--- src/rtl/hazard_pkg.sv ---
// Shared types for the pipeline hazard controller: forwarding selects and miss-FSM states.
// Latency: n/a (types only).
// Backpressure: n/a (types only).
package hazard_pkg;

  typedef enum logic [1:0] {
    FWD_NONE = 2'b00,
    FWD_WB   = 2'b01,
    FWD_MEM  = 2'b10
  } fwd_sel_e;

  typedef enum logic [1:0] {
    RUN     = 2'b00,
    I_MISS  = 2'b01,
    D_MISS  = 2'b10,
    ID_MISS = 2'b11
  } miss_state_e;

endpackage

--- src/rtl/miss_arbiter.sv ---
// Miss FSM: arbitrates the single refill port between I-cache and D-cache, D first.
// Latency: grants are Moore (one cycle after the miss); freeze is combinational.
// Backpressure: freeze holds the whole pipeline until the owning refill reports done.
module miss_arbiter
  import hazard_pkg::*;
(
  input  logic clk_i,
  input  logic rst_i,
  input  logic imiss_i,
  input  logic dmiss_i,
  input  logic idone_i,
  input  logic ddone_i,
  output logic igrant_o,
  output logic dgrant_o,
  output logic freeze_o
);

  miss_state_e state_q, state_d;

  // State register; reset drops straight back to RUN even mid-refill.
  always_ff @(posedge clk_i) begin
    if (rst_i) state_q <= RUN;
    else       state_q <= state_d;
  end

  // Next state and Moore grants; a done pulse only counts for the side holding the grant.
  always_comb begin
    state_d  = state_q;
    igrant_o = 1'b0;
    dgrant_o = 1'b0;
    case (state_q)
      RUN: begin
        if (imiss_i && dmiss_i) state_d = ID_MISS;
        else if (dmiss_i)       state_d = D_MISS;
        else if (imiss_i)       state_d = I_MISS;
      end
      I_MISS: begin
        igrant_o = 1'b1;
        if (idone_i) state_d = RUN;
      end
      D_MISS: begin
        dgrant_o = 1'b1;
        if (ddone_i) state_d = RUN;
      end
      ID_MISS: begin
        dgrant_o = 1'b1;
        if (ddone_i) state_d = I_MISS;
      end
      default: state_d = RUN;
    endcase
  end

  // The miss cycle itself is frozen, before the FSM has left RUN.
  assign freeze_o = (state_q != RUN) || imiss_i || dmiss_i;

endmodule

--- src/rtl/hazard_ctrl.sv ---
// Pipeline hazard controller: forwarding selects, load-use/branch stalls, flushes, cache-miss freeze.
// Latency: all controls combinational from current stage state; only miss state is registered.
// Backpressure: stalls/freeze hold stage registers; optional perf counters via HAZARD_PERF_CNT_EN.
module hazard_ctrl
  import hazard_pkg::*;
#(
  parameter int REG_ADDR_W = 5,
  parameter int CNT_W      = 32
) (
  input  logic                  clk_i,
  input  logic                  rst_i,
  input  logic [REG_ADDR_W-1:0] rs_d_i,
  input  logic [REG_ADDR_W-1:0] rt_d_i,
  input  logic [1:0]            branch_d_i,
  input  logic                  jr_d_i,
  input  logic                  jump_taken_d_i,
  input  logic                  pc_src_d_i,
  input  logic [REG_ADDR_W-1:0] rs_e_i,
  input  logic [REG_ADDR_W-1:0] rt_e_i,
  input  logic [REG_ADDR_W-1:0] write_reg_e_i,
  input  logic                  reg_write_e_i,
  input  logic                  mem_to_reg_e_i,
  input  logic [REG_ADDR_W-1:0] write_reg_m_i,
  input  logic                  reg_write_m_i,
  input  logic                  mem_to_reg_m_i,
  input  logic [REG_ADDR_W-1:0] write_reg_w_i,
  input  logic                  reg_write_w_i,
  input  logic                  imiss_i,
  input  logic                  dmiss_i,
  input  logic                  idone_i,
  input  logic                  ddone_i,
  output logic                  igrant_o,
  output logic                  dgrant_o,
  output logic                  forward_a_d_o,
  output logic                  forward_b_d_o,
  output logic [1:0]            forward_a_e_o,
  output logic [1:0]            forward_b_e_o,
  output logic                  stall_f_o,
  output logic                  stall_d_o,
  output logic                  stall_e_o,
  output logic                  stall_m_o,
  output logic                  stall_w_o,
  output logic                  flush_d_o,
  output logic                  flush_e_o
`ifdef HAZARD_PERF_CNT_EN
  ,
  output logic [CNT_W-1:0]      stall_cycles_o,
  output logic [CNT_W-1:0]      miss_cycles_o
`endif
);

  // Register 0 is hard-wired zero, so it never produces a hazard or a forward.
  function automatic logic reg_match(input logic [REG_ADDR_W-1:0] src,
                                     input logic [REG_ADDR_W-1:0] dst,
                                     input logic                  we);
    return we && (src != '0) && (src == dst);
  endfunction

  logic     igrant, dgrant, freeze;
  logic     lw_stall, br_stall, hz, stall_d;
  fwd_sel_e fwd_a_e, fwd_b_e;

  miss_arbiter u_miss_arbiter (
    .clk_i    (clk_i),
    .rst_i    (rst_i),
    .imiss_i  (imiss_i),
    .dmiss_i  (dmiss_i),
    .idone_i  (idone_i),
    .ddone_i  (ddone_i),
    .igrant_o (igrant),
    .dgrant_o (dgrant),
    .freeze_o (freeze)
  );

  // Execute-stage forwarding: the younger producer in M wins over W.
  always_comb begin
    fwd_a_e = FWD_NONE;
    fwd_b_e = FWD_NONE;
    if (reg_match(rs_e_i, write_reg_m_i, reg_write_m_i))      fwd_a_e = FWD_MEM;
    else if (reg_match(rs_e_i, write_reg_w_i, reg_write_w_i)) fwd_a_e = FWD_WB;
    if (reg_match(rt_e_i, write_reg_m_i, reg_write_m_i))      fwd_b_e = FWD_MEM;
    else if (reg_match(rt_e_i, write_reg_w_i, reg_write_w_i)) fwd_b_e = FWD_WB;
  end

  // Load-use and branch-operand hazards; a branch resolved in D cannot take a value still in E
  // or a load still in M, and jr only reads rs.
  always_comb begin
    lw_stall = mem_to_reg_e_i && (rt_e_i != '0) && ((rt_e_i == rs_d_i) || (rt_e_i == rt_d_i));
    br_stall = 1'b0;
    if (branch_d_i != 2'b00)
      br_stall = reg_match(rs_d_i, write_reg_e_i, reg_write_e_i)
              || reg_match(rt_d_i, write_reg_e_i, reg_write_e_i)
              || reg_match(rs_d_i, write_reg_m_i, mem_to_reg_m_i)
              || reg_match(rt_d_i, write_reg_m_i, mem_to_reg_m_i);
    if (jr_d_i)
      br_stall = br_stall
              || reg_match(rs_d_i, write_reg_e_i, reg_write_e_i)
              || reg_match(rs_d_i, write_reg_m_i, mem_to_reg_m_i);
    hz      = lw_stall || br_stall;
    stall_d = hz || freeze;
  end

  // Everything is forced low while reset is held.
  assign igrant_o      = igrant && !rst_i;
  assign dgrant_o      = dgrant && !rst_i;
  assign forward_a_d_o = reg_match(rs_d_i, write_reg_m_i, reg_write_m_i) && !rst_i;
  assign forward_b_d_o = reg_match(rt_d_i, write_reg_m_i, reg_write_m_i) && !rst_i;
  assign forward_a_e_o = rst_i ? FWD_NONE : fwd_a_e;
  assign forward_b_e_o = rst_i ? FWD_NONE : fwd_b_e;
  assign stall_f_o     = stall_d && !rst_i;
  assign stall_d_o     = stall_d && !rst_i;
  assign stall_e_o     = freeze && !rst_i;
  assign stall_m_o     = freeze && !rst_i;
  assign stall_w_o     = freeze && !rst_i;
  assign flush_e_o     = hz && !freeze && !rst_i;
  assign flush_d_o     = (pc_src_d_i || jump_taken_d_i) && !stall_d && !rst_i;

`ifdef HAZARD_PERF_CNT_EN
  logic [CNT_W-1:0] stall_cnt_q, miss_cnt_q;

  // Saturating event counters: hazard bubbles and frozen cycles.
  always_ff @(posedge clk_i) begin
    if (rst_i) begin
      stall_cnt_q <= '0;
      miss_cnt_q  <= '0;
    end else begin
      if (hz && !freeze && (stall_cnt_q != '1)) stall_cnt_q <= stall_cnt_q + 1'b1;
      if (freeze && (miss_cnt_q != '1))         miss_cnt_q  <= miss_cnt_q + 1'b1;
    end
  end

  assign stall_cycles_o = rst_i ? '0 : stall_cnt_q;
  assign miss_cycles_o  = rst_i ? '0 : miss_cnt_q;
`else
  localparam int unused_cnt_w = CNT_W;
`endif

endmodule
--- config.mk ---
export PLATFORM = sky130hd
export DESIGN_NAME = hazard_ctrl
export DESIGN_NICKNAME = d
export VERILOG_FILES = /design/src/rtl/hazard_pkg.sv /design/src/rtl/miss_arbiter.sv /design/src/rtl/hazard_ctrl.sv
export SDC_FILE = /design/constraint.sdc
export NUM_CORES = 1
export LEC_CHECK = 0
export BUFFER_PORTS_ARGS = -buffer_cell sky130_fd_sc_hd__buf_2
export CAP_MARGIN = 20
export CORE_AREA = 2 2 53 55
export CTS_BUF_LIST = sky130_fd_sc_hd__clkbuf_8
export CTS_CLUSTER_DIAMETER = 50
export DETAILED_ROUTE_END_ITERATION = 8
export DIE_AREA = 0 0 55 57
export PLACE_DENSITY = 0.75
export SYNTH_ARGS = -nofsm -noshare
export SYNTH_HDL_FRONTEND = slang
export SYNTH_SLANG_ARGS = --single-unit
--- constraint.sdc ---
create_clock -name clk_i -period 1.8 [get_ports clk_i]
set_clock_uncertainty 0.1 [all_clocks]
set_input_delay 0.36 -clock clk_i [delete_from_list [all_inputs] [get_ports clk_i]]
set_output_delay 0.36 -clock clk_i [all_outputs]
set_load 0.03 [all_outputs]
; Word level (Yosys, flattened, before mapping)
; Cells that the tools add are included.
[op_classes]
n_reduce_logical = 56
n_eq_ne = 17
n_mux = 17
[ops]
columns = cell, count
row1 = $eq 5x5->1, 10
row2 = $logic_and 1x1->1, 33
row3 = $mux 2, 10
row4 = $reduce_bool 5->1, 4
row5 = $logic_or 1x1->1, 11
row6 = $pmux 2 s4, 1
row7 = $mux 1, 6
row8 = $ne 2x2->1 const B, 3
row9 = $eq 2x2->1 const B, 2
row10 = $ne 4x3->1 const B, 1
row11 = $reduce_and 4->1, 1
row12 = $reduce_bool 2->1, 2
row13 = $logic_not 1->1, 3
row14 = $eq 2x1->1 const B, 1
row15 = $logic_not 2->1, 1
row16 = $reduce_or 2->1, 1
[totals]
ff_bits = 2
out_inout_bits = 15
word_cells = 91
inputBits = 51

; Longest topological paths before layout
; Gate-level depths: netlist of run 1.
[logic_depth]
ltp_word = 15
mapped_depth = 7
ltp_nobuf = 5

; Hierarchy
; A second synthesis of run 1 with hierarchy kept.
[hier_totals]
hier_cells = 128
area_unflattened_um2 = 932.1
[modules_own_cells]
columns = module, cells_each, n_inst, area_per_inst_um2, seq_area_each_um2
row1 = hazard_ctrl, 116, 1, 820.8, 0.0
row2 = miss_arbiter, 12, 1, 111.4, 40.0

; Least setup slack after synthesis of run 1
; No wires, ideal clock.
[synth_path]
path_type = input-to-output
startpoint = in rt_e_i[4]
endpoint = out stall_f_o
n_path_buf = 2
slack_ps = -721
cell_stages = 7
arrival_ps = 2061
path_cell_list = clkbuf_1 > xnor2_1 > nand3_1 > nor3_1 > o221ai_2 > a31oi_1 > buf_4
[synth_via]
elab_chain_cells = 6
elab_cells_between_ends = 9
classes_between = eq/ne (2) / reduce/logical (7)
[synth_rtl]
columns = element, line
row1 = "start, declared", hazard_ctrl.sv:19  ; input logic [REG_ADDR_W-1:0] rt_e_i,
row2 = $eq 5x5->1 or $reduce_bool 5->1 (tied branches), hazard_ctrl.sv:88  ; lw_stall = mem_to_reg_e_i && (rt_e_i != '0) && ((rt_e_i == rs_d_i) || (rt_e_i == rt_d_i));
row3 = $logic_or 1x1->1 or $logic_and 1x1->1 (tied branches), hazard_ctrl.sv:88
row4 = $logic_and 1x1->1 (*), hazard_ctrl.sv:88
row5 = $logic_or 1x1->1 (*), hazard_ctrl.sv:99  ; hz = lw_stall || br_stall;
row6 = $logic_or 1x1->1 (*), hazard_ctrl.sv:100  ; stall_d = hz || freeze;
row7 = $logic_and 1x1->1 (*), n/a
row8 = "end, declared", hazard_ctrl.sv:38  ; output logic stall_f_o,
; Every way passes the cells marked *; elsewhere a longest branch is shown, timed or not.

; Worst setup path after layout of run 1
[layout_path]
startpoint = in rt_d_i[1]
endpoint = out stall_f_o
[layout_via]
elab_chain_cells = 13
elab_cells_between_ends = 20
classes_between = eq/ne (3) / mux (2) / reduce/logical (15)
[layout_rtl]
columns = element, line
row1 = "start, declared", hazard_ctrl.sv:13  ; input logic [REG_ADDR_W-1:0] rt_d_i,
row2 = $reduce_bool 5->1, hazard_ctrl.sv:56  ; return we && (src != '0) && (src == dst);
row3 = $logic_and 1x1->1 (2 in a row), hazard_ctrl.sv:56
row4 = $logic_or 1x1->1, hazard_ctrl.sv:92  ; || reg_match(rt_d_i, write_reg_e_i, reg_write_e_i)
row5 = $logic_or 1x1->1, hazard_ctrl.sv:93  ; || reg_match(rs_d_i, write_reg_m_i, mem_to_reg_m_i)
row6 = $logic_or 1x1->1, hazard_ctrl.sv:94  ; || reg_match(rt_d_i, write_reg_m_i, mem_to_reg_m_i);
row7 = $mux 1, hazard_ctrl.sv:90  ; if (branch_d_i != 2'b00)
row8 = $logic_or 1x1->1, hazard_ctrl.sv:97  ; || reg_match(rs_d_i, write_reg_e_i, reg_write_e_i)
row9 = $logic_or 1x1->1, hazard_ctrl.sv:98  ; || reg_match(rs_d_i, write_reg_m_i, mem_to_reg_m_i);
row10 = $mux 1, hazard_ctrl.sv:95  ; if (jr_d_i)
row11 = $logic_or 1x1->1 (*), hazard_ctrl.sv:99
row12 = $logic_or 1x1->1 (*), hazard_ctrl.sv:100
row13 = $logic_and 1x1->1 (*), hazard_ctrl.sv:110  ; assign stall_f_o = stall_d && !rst_i;
; Marks and branches as above.

==> report_table.html, run 1 <==
<table>
<tr><th>Metric</th><th>Value</th></tr>
<tr><th colspan="2">Clock network</th></tr>
<tr><td>Root Driver</td><td>clkbuf_8</td></tr>
<tr><td>Worst-skew pair later-pin latency</td><td>0.21 ns</td></tr>
<tr><td>Total CTS buffers</td><td>3</td></tr>
<tr><td>Clock-pin slew on the worst setup and hold paths</td><td>0.03 ns</td></tr>
<tr><td>Post-CTS Hold Fix Bufs</td><td>0</td></tr>
<tr><td>H-tree Lvls</td><td>1</td></tr>
<tr><td>CTS Buffer Depth</td><td>2</td></tr>
<tr><td>Clock sinks</td><td>2</td></tr>
<tr><td>CTS tree</td><td>yes</td></tr>
<tr><th colspan="2">STA</th></tr>
<tr><td>Setup repair after global routing missed its margin</td><td>yes</td></tr>
<tr><td>Least-Margin Pin Slew</td><td>0.287 ns</td></tr>
<tr><td>Number of hold violations in the final report</td><td>0</td></tr>
<tr><td># setup viols final</td><td>9</td></tr>
<tr><td>Normalized max-slew margin</td><td>80.7%</td></tr>
<tr><td>Final worst-path cycle share</td><td>122%</td></tr>
<tr><td>Summed negative setup slack over all endpoints</td><td>-2.53 ns</td></tr>
<tr><td>Final worst slack</td><td>-0.390 ns</td></tr>
<tr><td>Fmax</td><td>457 MHz</td></tr>
<tr><td>Smallest hold slack</td><td>0.258 ns</td></tr>
<tr><td>Number of max-slew violations in the final report</td><td>0</td></tr>
<tr><td>Tmin final</td><td>2.19 ns</td></tr>
<tr><th colspan="2">Final layout</th></tr>
<tr><td>Growth of design area from synthesis to finish</td><td>129%</td></tr>
<tr><td>Largest register by flop count</td><td>u_miss_arbiter.state_q</td></tr>
<tr><td>Antenna diode instance count</td><td>0</td></tr>
<tr><td>Ratio of cells with drive above 1 in the final layout</td><td>68.9%</td></tr>
<tr><td>Number of nets at the end of the flow</td><td>275</td></tr>
<tr><td>Registers with the highest flip-flop counts</td><td>u_miss_arbiter.state_q: 2 flops</td></tr>
<tr><td>Summed area of non-filler cells in the final layout</td><td>2100 um^2</td></tr>
<tr><td>Number of flip-flops in the largest register</td><td>2</td></tr>
<tr><th colspan="2">Run status</th></tr>
<tr><td>Run status</td><td>finished with violations</td></tr>
<tr><td>Violations in the final reports</td><td>negative setup slack</td></tr>
<tr><th colspan="2">Logic synthesis</th></tr>
<tr><td>Share of synthesized flip-flops with an asynchronous set or reset</td><td>0%</td></tr>
<tr><td>Number of unique standard cell types used by synthesis</td><td>34</td></tr>
<tr><td>Syn Nets</td><td>170</td></tr>
<tr><td>Summed instance area of the synthesized netlist</td><td>917 um^2</td></tr>
<tr><td>Post-synth top flop</td><td>dfxtp_1</td></tr>
<tr><td>YS warnings</td><td>0</td></tr>
<tr><td>Cell count after synthesis</td><td>119</td></tr>
<tr><td>EDFF count, synth</td><td>0</td></tr>
<tr><td>Share of the yosys chip area belonging to registers</td><td>4.37%</td></tr>
<tr><td>Synthesized area divided by synthesized cell count</td><td>7.71 um^2</td></tr>
<tr><td>Count of state elements after synthesis</td><td>2</td></tr>
<tr><th colspan="2">Global route</th></tr>
<tr><td>Number of global-route vias before repair</td><td>1,420</td></tr>
<tr><td>Total grt overflow</td><td>0</td></tr>
<tr><td>GRT Overall Usage</td><td>27.6%</td></tr>
<tr><td>Global-route wire length before repair</td><td>6380 um</td></tr>
<tr><td>Antenna violations before repair</td><td>0</td></tr>
<tr><td>Pin count of the biggest net entering global routing</td><td>12</td></tr>
<tr><th colspan="2">Setup path</th></tr>
<tr><td>Slack of the worst reg-to-reg path</td><td>0.80 ns</td></tr>
<tr><td>Endpoint required time on the critical path</td><td>1.34 ns</td></tr>
<tr><td>Element type at the critical path end</td><td>output port</td></tr>
<tr><td>Startpoint kind of the worst setup timing path</td><td>input pin</td></tr>
<tr><td>Setup CP Type</td><td>in2out</td></tr>
<tr><td>Arrival @ worst endpoint</td><td>1.73 ns</td></tr>
<tr><td>Worst-path fanout max</td><td>3</td></tr>
<tr><th colspan="2">Power and ir drop</th></tr>
<tr><td>Switching share of power</td><td>39.1%</td></tr>
<tr><td>PwrDens</td><td>353 nW/um^2</td></tr>
<tr><td>Static Leakage</td><td>0.898 nW</td></tr>
<tr><td>Sequential fraction of design power</td><td>7.3%</td></tr>
<tr><td>Combinational power share</td><td>69.1%</td></tr>
<tr><td>Reported net switching power</td><td>289 uW</td></tr>
<tr><td>VDD IR-drop max</td><td>562 uV</td></tr>
<tr><td>Part of the power in the clock network</td><td>23.6%</td></tr>
<tr><td>Internal Dissipation</td><td>450 uW</td></tr>
<tr><th colspan="2">Routing</th></tr>
<tr><td>Final ANT Viol Nets</td><td>0</td></tr>
<tr><td>Routed via count</td><td>1,332</td></tr>
<tr><td>Average vias per placed instance</td><td>5.26</td></tr>
<tr><td>Iteration-0 DRC count of the detailed router</td><td>34</td></tr>
<tr><td>Routed length per placed instance</td><td>17.6 um</td></tr>
<tr><td>Final wirelength</td><td>4460 um</td></tr>
<tr><td>First-pass detailed-route iteration total</td><td>4</td></tr>
<tr><td>DRC violation count after routing</td><td>0</td></tr>
<tr><th colspan="2">Placement</th></tr>
<tr><td>Post-detailed-placement half-perimeter wirelength</td><td>2840 um</td></tr>
<tr><td>Worst slack after detailed placement</td><td>-0.478 ns</td></tr>
<tr><td>Cell area after placement</td><td>1610 um^2</td></tr>
<tr><td>Quantity of I/O buffers inserted on ports</td><td>65</td></tr>
<tr><td>Placer congestion estimate</td><td>0.933</td></tr>
<tr><th colspan="2">Flow run</th></tr>
<tr><td>Reported max-cap violation count</td><td>0</td></tr>
<tr><th colspan="2">Floorplanning</th></tr>
<tr><td>Initial standard-cell utilization of the core</td><td>35.1%</td></tr>
<tr><td>Die W</td><td>55 um</td></tr>
<tr><td>Top-level I/O count</td><td>66</td></tr>
<tr><td>Vertical die dimension</td><td>57 um</td></tr>
<tr><td>Full die area</td><td>3140 um^2</td></tr>
<tr><td>Floorplan Core Area</td><td>2620 um^2</td></tr>
<tr><td>FP Rows</td><td>19</td></tr>
<tr><th colspan="2">Hold path</th></tr>
<tr><td>Worst hold-check path type</td><td>in2reg</td></tr>
</table>
logic make-up after synthesis:
group	Yosys count	synth area share [%]
AO/OA/AOI/OAI	13	11.6
XOR/XNOR	50	47.7
buffers and inverters	11	6.96
flip-flops	2	4.37
AND/OR/NAND/NOR	43	29.3
layer usage:
metal,GRT usage [%],vias up,wire [um]
li1,-,625,-
met1,33.4,630,1670
met2,48.8,67,2440
met3,3.66,10,245
met4,8.36,0,104
met5,0,-,0
metrics by stage:
step	instances	power (mW)	utilization [%]
after floorplan	119	0.264	-
after global placement	244	0.430	61.7
after detailed placement	244	0.438	61.7
after CTS	253	0.688	75.4
after global routing	253	0.788	80.1
final	253	0.739	80.1
cell usage after synthesis, drive strengths merged, types with 3 or more instances:
| master | instances | area share (%) |
|---|---|---|
| nand4 | 6 | 4.1 |
| nor4 | 7 | 6.1 |
| nor2b | 4 | 2.7 |
| nor2 | 8 | 4.1 |
| buf | 7 | 5.3 |
| xor2 | 23 | 22 |
| or4 | 3 | 2.9 |
| nand3 | 3 | 1.6 |
| xnor2 | 27 | 26 |
| nor3 | 6 | 3.3 |
layout make-up:
class	count	area, um^2
clock buffer	3	41.3
multi-input combinational	106	1130
timing repair buffer	109	840
tap	31	38.8
fill	158	519
inverter	2	7.51
sequential	2	40.0
path summary, 6_finish.rpt:
check	start	endpoint	cells after the start
worst min register to register	u_miss_arbiter.state_q[1]	u_miss_arbiter.state_q[0]	2
worst max-delay path	rt_d_i[1]	stall_f_o	8
worst max register to register	u_miss_arbiter.state_q[0]	u_miss_arbiter.state_q[1]	4
worst min-delay path	idone_i	u_miss_arbiter.state_q[0]	2
worst max-delay path, stage by stage:
cell	delay (ns)
buf_6	0.10
buf_6	0.12
xor2_2	0.15
nor3_2	0.25
a22oi_1	0.11
o211a_4	0.27
a31oi_4	0.21
buf_6	0.16
power groups by stage:
stage               Sequential [mW]  Combinational [mW]  Clock [mW]
floorplan                    0.0527               0.211           0
global placement             0.0523               0.378           0
detailed placement           0.0524               0.386           0
CTS                          0.0526               0.457       0.178
global route                 0.0541               0.542       0.192
finish                       0.0539               0.511       0.174
layout by cell type (no fill, tap or decap), types with 2 or more instances in the layout:
| cell type | n |
|---|---|
| dfxtp_1 | 2 |
| nand2_1 | 2 |
| or4_4 | 3 |
| xor2_1 | 17 |
| buf_2 | 38 |
| nor3_2 | 4 |
| nand4_1 | 6 |
| nor4_4 | 6 |
| buf_6 | 27 |
| xnor2_2 | 6 |
| nor2_4 | 3 |
| nand3_1 | 2 |
| xnor2_1 | 20 |
| nor2b_1 | 3 |
| clkbuf_8 | 3 |
| nor2_1 | 5 |
| inv_1 | 2 |
| buf_8 | 2 |
| xor2_2 | 5 |
| buf_4 | 42 |
timing repair:
item                                    CTS  global route
setup buffers                             7             0
gates resized for setup                  62            23
pin swaps                                22            14
endpoints found under the setup margin   13            13
hold endpoints to repair                  0             0
No activity file was read; power rests on OpenSTA's default activity.
==> inputs of run 2 (changes only) <==
- CELL_PAD_IN_SITES_DETAIL_PLACEMENT: not set -> 1
- CELL_PAD_IN_SITES_GLOBAL_PLACEMENT: not set -> 1
- CORE_AREA: 2 2 53 55 -> 2 2 64 66
- DIE_AREA: 0 0 55 57 -> 0 0 66 68
- PLACE_DENSITY: 0.75 -> 0.76
==> run 2 against run 1 <==
  * The flow still finishes with violations (negative setup slack)
  * Clock power hardly changed
  * Critical path depth is 1 lower
  * Register-to-register slack better by 0.06 ns
  * Fmax is 0.60% higher
  * Count of clock-buffer cells in the layout stayed put
  * Routed wire length is 17% higher
  * Critical path type unchanged
  * Largest power group unchanged
==> report_table.html, run 2 (same netlist as run 1, synthesis figures left out) <==
<table>
<tr><th>Metric</th><th>Value</th></tr>
<tr><th colspan="2">Run status</th></tr>
<tr><td>Run status</td><td>finished with violations</td></tr>
<tr><td>Violations in the final reports</td><td>negative setup slack</td></tr>
<tr><th colspan="2">Final layout</th></tr>
<tr><td>Number of nets at the end of the flow</td><td>280</td></tr>
<tr><td>Antenna diode instance count</td><td>0</td></tr>
<tr><td>Filler instances</td><td>449</td></tr>
<tr><td>Area used by multi-input combinational logic</td><td>1120 um^2</td></tr>
<tr><td>Registers with the highest flip-flop counts</td><td>u_miss_arbiter.state_q: 2 flops</td></tr>
<tr><td>Growth of design area from synthesis to finish</td><td>141%</td></tr>
<tr><td>Register Area</td><td>40.0 um^2</td></tr>
<tr><td>Most frequent standard cell in the layout excluding fill and tap cells</td><td>buf_4</td></tr>
<tr><td>Most frequent cells in the layout</td><td>40 x buf_4, 36 x buf_6, 33 x buf_2</td></tr>
<tr><td>Summed area of non-filler cells in the final layout</td><td>2210 um^2</td></tr>
<tr><td>Largest register by flop count</td><td>u_miss_arbiter.state_q</td></tr>
<tr><td>Ratio of cells with drive above 1 in the final layout</td><td>69.6%</td></tr>
<tr><td>Number of flip-flops in the largest register</td><td>2</td></tr>
<tr><th colspan="2">Setup path</th></tr>
<tr><td>Arrival @ worst endpoint</td><td>1.72 ns</td></tr>
<tr><td>Startpoint kind of the worst setup timing path</td><td>input pin</td></tr>
<tr><td>Element type at the critical path end</td><td>output port</td></tr>
<tr><td>Cell depth of the worst flop-to-flop path</td><td>4</td></tr>
<tr><td>Worst-path fanout max</td><td>4</td></tr>
<tr><td>Setup CP Type</td><td>in2out</td></tr>
<tr><td>Endpoint required time on the critical path</td><td>1.34 ns</td></tr>
<tr><th colspan="2">Flow run</th></tr>
<tr><td>Reported max-cap violation count</td><td>0</td></tr>
<tr><th colspan="2">Clock network</th></tr>
<tr><td>H-tree Lvls</td><td>1</td></tr>
<tr><td>CTS Buffer Depth</td><td>2</td></tr>
<tr><td>Root Driver</td><td>clkbuf_8</td></tr>
<tr><td>Clock-pin slew on the worst setup and hold paths</td><td>0.03 ns</td></tr>
<tr><td>Clock sinks</td><td>2</td></tr>
<tr><td>Total CTS buffers</td><td>3</td></tr>
<tr><td>Worst-skew pair later-pin latency</td><td>0.21 ns</td></tr>
<tr><td>CTS tree</td><td>yes</td></tr>
<tr><th colspan="2">STA</th></tr>
<tr><td>Final worst slack</td><td>-0.377 ns</td></tr>
<tr><td>Fmax</td><td>459 MHz</td></tr>
<tr><td>Setup repair after global routing missed its margin</td><td>yes</td></tr>
<tr><td>Normalized max-slew margin</td><td>79.1%</td></tr>
<tr><td>Final worst-path cycle share</td><td>121%</td></tr>
<tr><td>Number of hold violations in the final report</td><td>0</td></tr>
<tr><td>Least-Margin Pin Slew</td><td>0.313 ns</td></tr>
<tr><td>Summed negative setup slack over all endpoints</td><td>-2.76 ns</td></tr>
<tr><td>Number of max-slew violations in the final report</td><td>0</td></tr>
<tr><td>Tmin final</td><td>2.18 ns</td></tr>
<tr><td># setup viols final</td><td>10</td></tr>
<tr><th colspan="2">Placement</th></tr>
<tr><td>Worst slack after detailed placement</td><td>-0.495 ns</td></tr>
<tr><td>Post-detailed-placement half-perimeter wirelength</td><td>3370 um</td></tr>
<tr><td>Cell area after placement</td><td>1670 um^2</td></tr>
<tr><td>Placer congestion estimate</td><td>0.912</td></tr>
<tr><td>Quantity of I/O buffers inserted on ports</td><td>65</td></tr>
<tr><th colspan="2">Floorplanning</th></tr>
<tr><td>Die W</td><td>66 um</td></tr>
<tr><td>Full die area</td><td>4490 um^2</td></tr>
<tr><td>FP Rows</td><td>23</td></tr>
<tr><td>Floorplan Core Area</td><td>3860 um^2</td></tr>
<tr><td>Vertical die dimension</td><td>68 um</td></tr>
<tr><td>Top-level I/O count</td><td>66</td></tr>
<tr><td>Initial standard-cell utilization of the core</td><td>23.8%</td></tr>
<tr><th colspan="2">Routing</th></tr>
<tr><td>Routed via count</td><td>1,326</td></tr>
<tr><td>First-pass detailed-route iteration total</td><td>4</td></tr>
<tr><td>DRC violation count after routing</td><td>0</td></tr>
<tr><td>Final wirelength</td><td>5220 um</td></tr>
<tr><td>Iteration-0 DRC count of the detailed router</td><td>45</td></tr>
<tr><td>Final ANT Viol Nets</td><td>0</td></tr>
<tr><td>Average vias per placed instance</td><td>4.79</td></tr>
<tr><td>Routed length per placed instance</td><td>18.8 um</td></tr>
<tr><th colspan="2">Global route</th></tr>
<tr><td>GRT Overall Usage</td><td>22.5%</td></tr>
<tr><td>Number of global-route vias before repair</td><td>1,479</td></tr>
<tr><td>Total grt overflow</td><td>0</td></tr>
<tr><td>Pin count of the biggest net entering global routing</td><td>12</td></tr>
<tr><td>Global-route wire length before repair</td><td>7620 um</td></tr>
<tr><td>Antenna violations before repair</td><td>0</td></tr>
<tr><th colspan="2">Hold path</th></tr>
<tr><td>Hold Path Cell Cnt</td><td>2</td></tr>
<tr><td>Worst hold-check path type</td><td>in2reg</td></tr>
<tr><th colspan="2">Power and ir drop</th></tr>
<tr><td>Static Leakage</td><td>0.955 nW</td></tr>
<tr><td>Total power draw</td><td>763 uW</td></tr>
<tr><td>PwrDens</td><td>344 nW/um^2</td></tr>
<tr><td>VDD IR-drop max</td><td>438 uV</td></tr>
</table>
## run 2: stage by stage
step / std cells / hold slack (ns) / utilization [%]
finish: 277 / 0.260 / 57.4
global route: 277 / 0.274 / 57.4
CTS: 273 / 0.259 / 51.9
detailed placement: 267 / 0.466 / 43.3
global placement: 267 / 0.463 / 43.3
floorplan: 119 / 0.380 / -
## run 2: critical path, cell delays in order
cell     delay [ns]
buf_2          0.15
xor2_1         0.19
nor3_2         0.31
nand4_1        0.16
o211a_4        0.20
a31oi_4        0.19
buf_6          0.16
## run 2: cell type report
cell class | count | share of cell area (%)
Multi-Input combinational cell | 106 | 50.8
Sequential cell | 2 | 1.81
Tap cell | 50 | 2.82
Timing Repair Buffer | 114 | 42.4
Inverter | 2 | 0.339
Clock buffer | 3 | 1.86
## run 2: metal layers
| layer | vias up | track usage, % | share of wire (%) |
|---|---|---|---|
| li1 | 634 | - | - |
| met1 | 646 | 25.3 | 40 |
| met2 | 46 | 45.8 | 56 |
| met3 | 0 | 3.13 | 3.8 |
| met4 | 0 | 2.81 | 0 |
| met5 | - | 0 | 0 |
## run 2: where the power goes
group          internal [mW]  switching, mW  total [mW]
combinational          0.279          0.259       0.538
clock                  0.141         0.0312       0.172
sequential            0.0489        0.00378      0.0527
total                  0.469          0.294       0.763
## run 2: path summary, 6_finish.rpt
path / endpoint / slack [ns] / from
worst max-delay path: stall_f_o / -0.38 / rs_d_i[3]
worst min-delay path: u_miss_arbiter.state_q[0] / 0.26 / idone_i
worst max register to register: u_miss_arbiter.state_q[1] / 0.86 / u_miss_arbiter.state_q[0]
worst min register to register: u_miss_arbiter.state_q[0] / 0.49 / u_miss_arbiter.state_q[1]
## run 2: timing repair
action	4_1_cts	5_1_grt
gates resized for setup	62	41
hold buffers	0	0
pin swaps	20	23
endpoints found under the setup margin	10	13
setup buffers	3	4
hold endpoints to repair	0	0
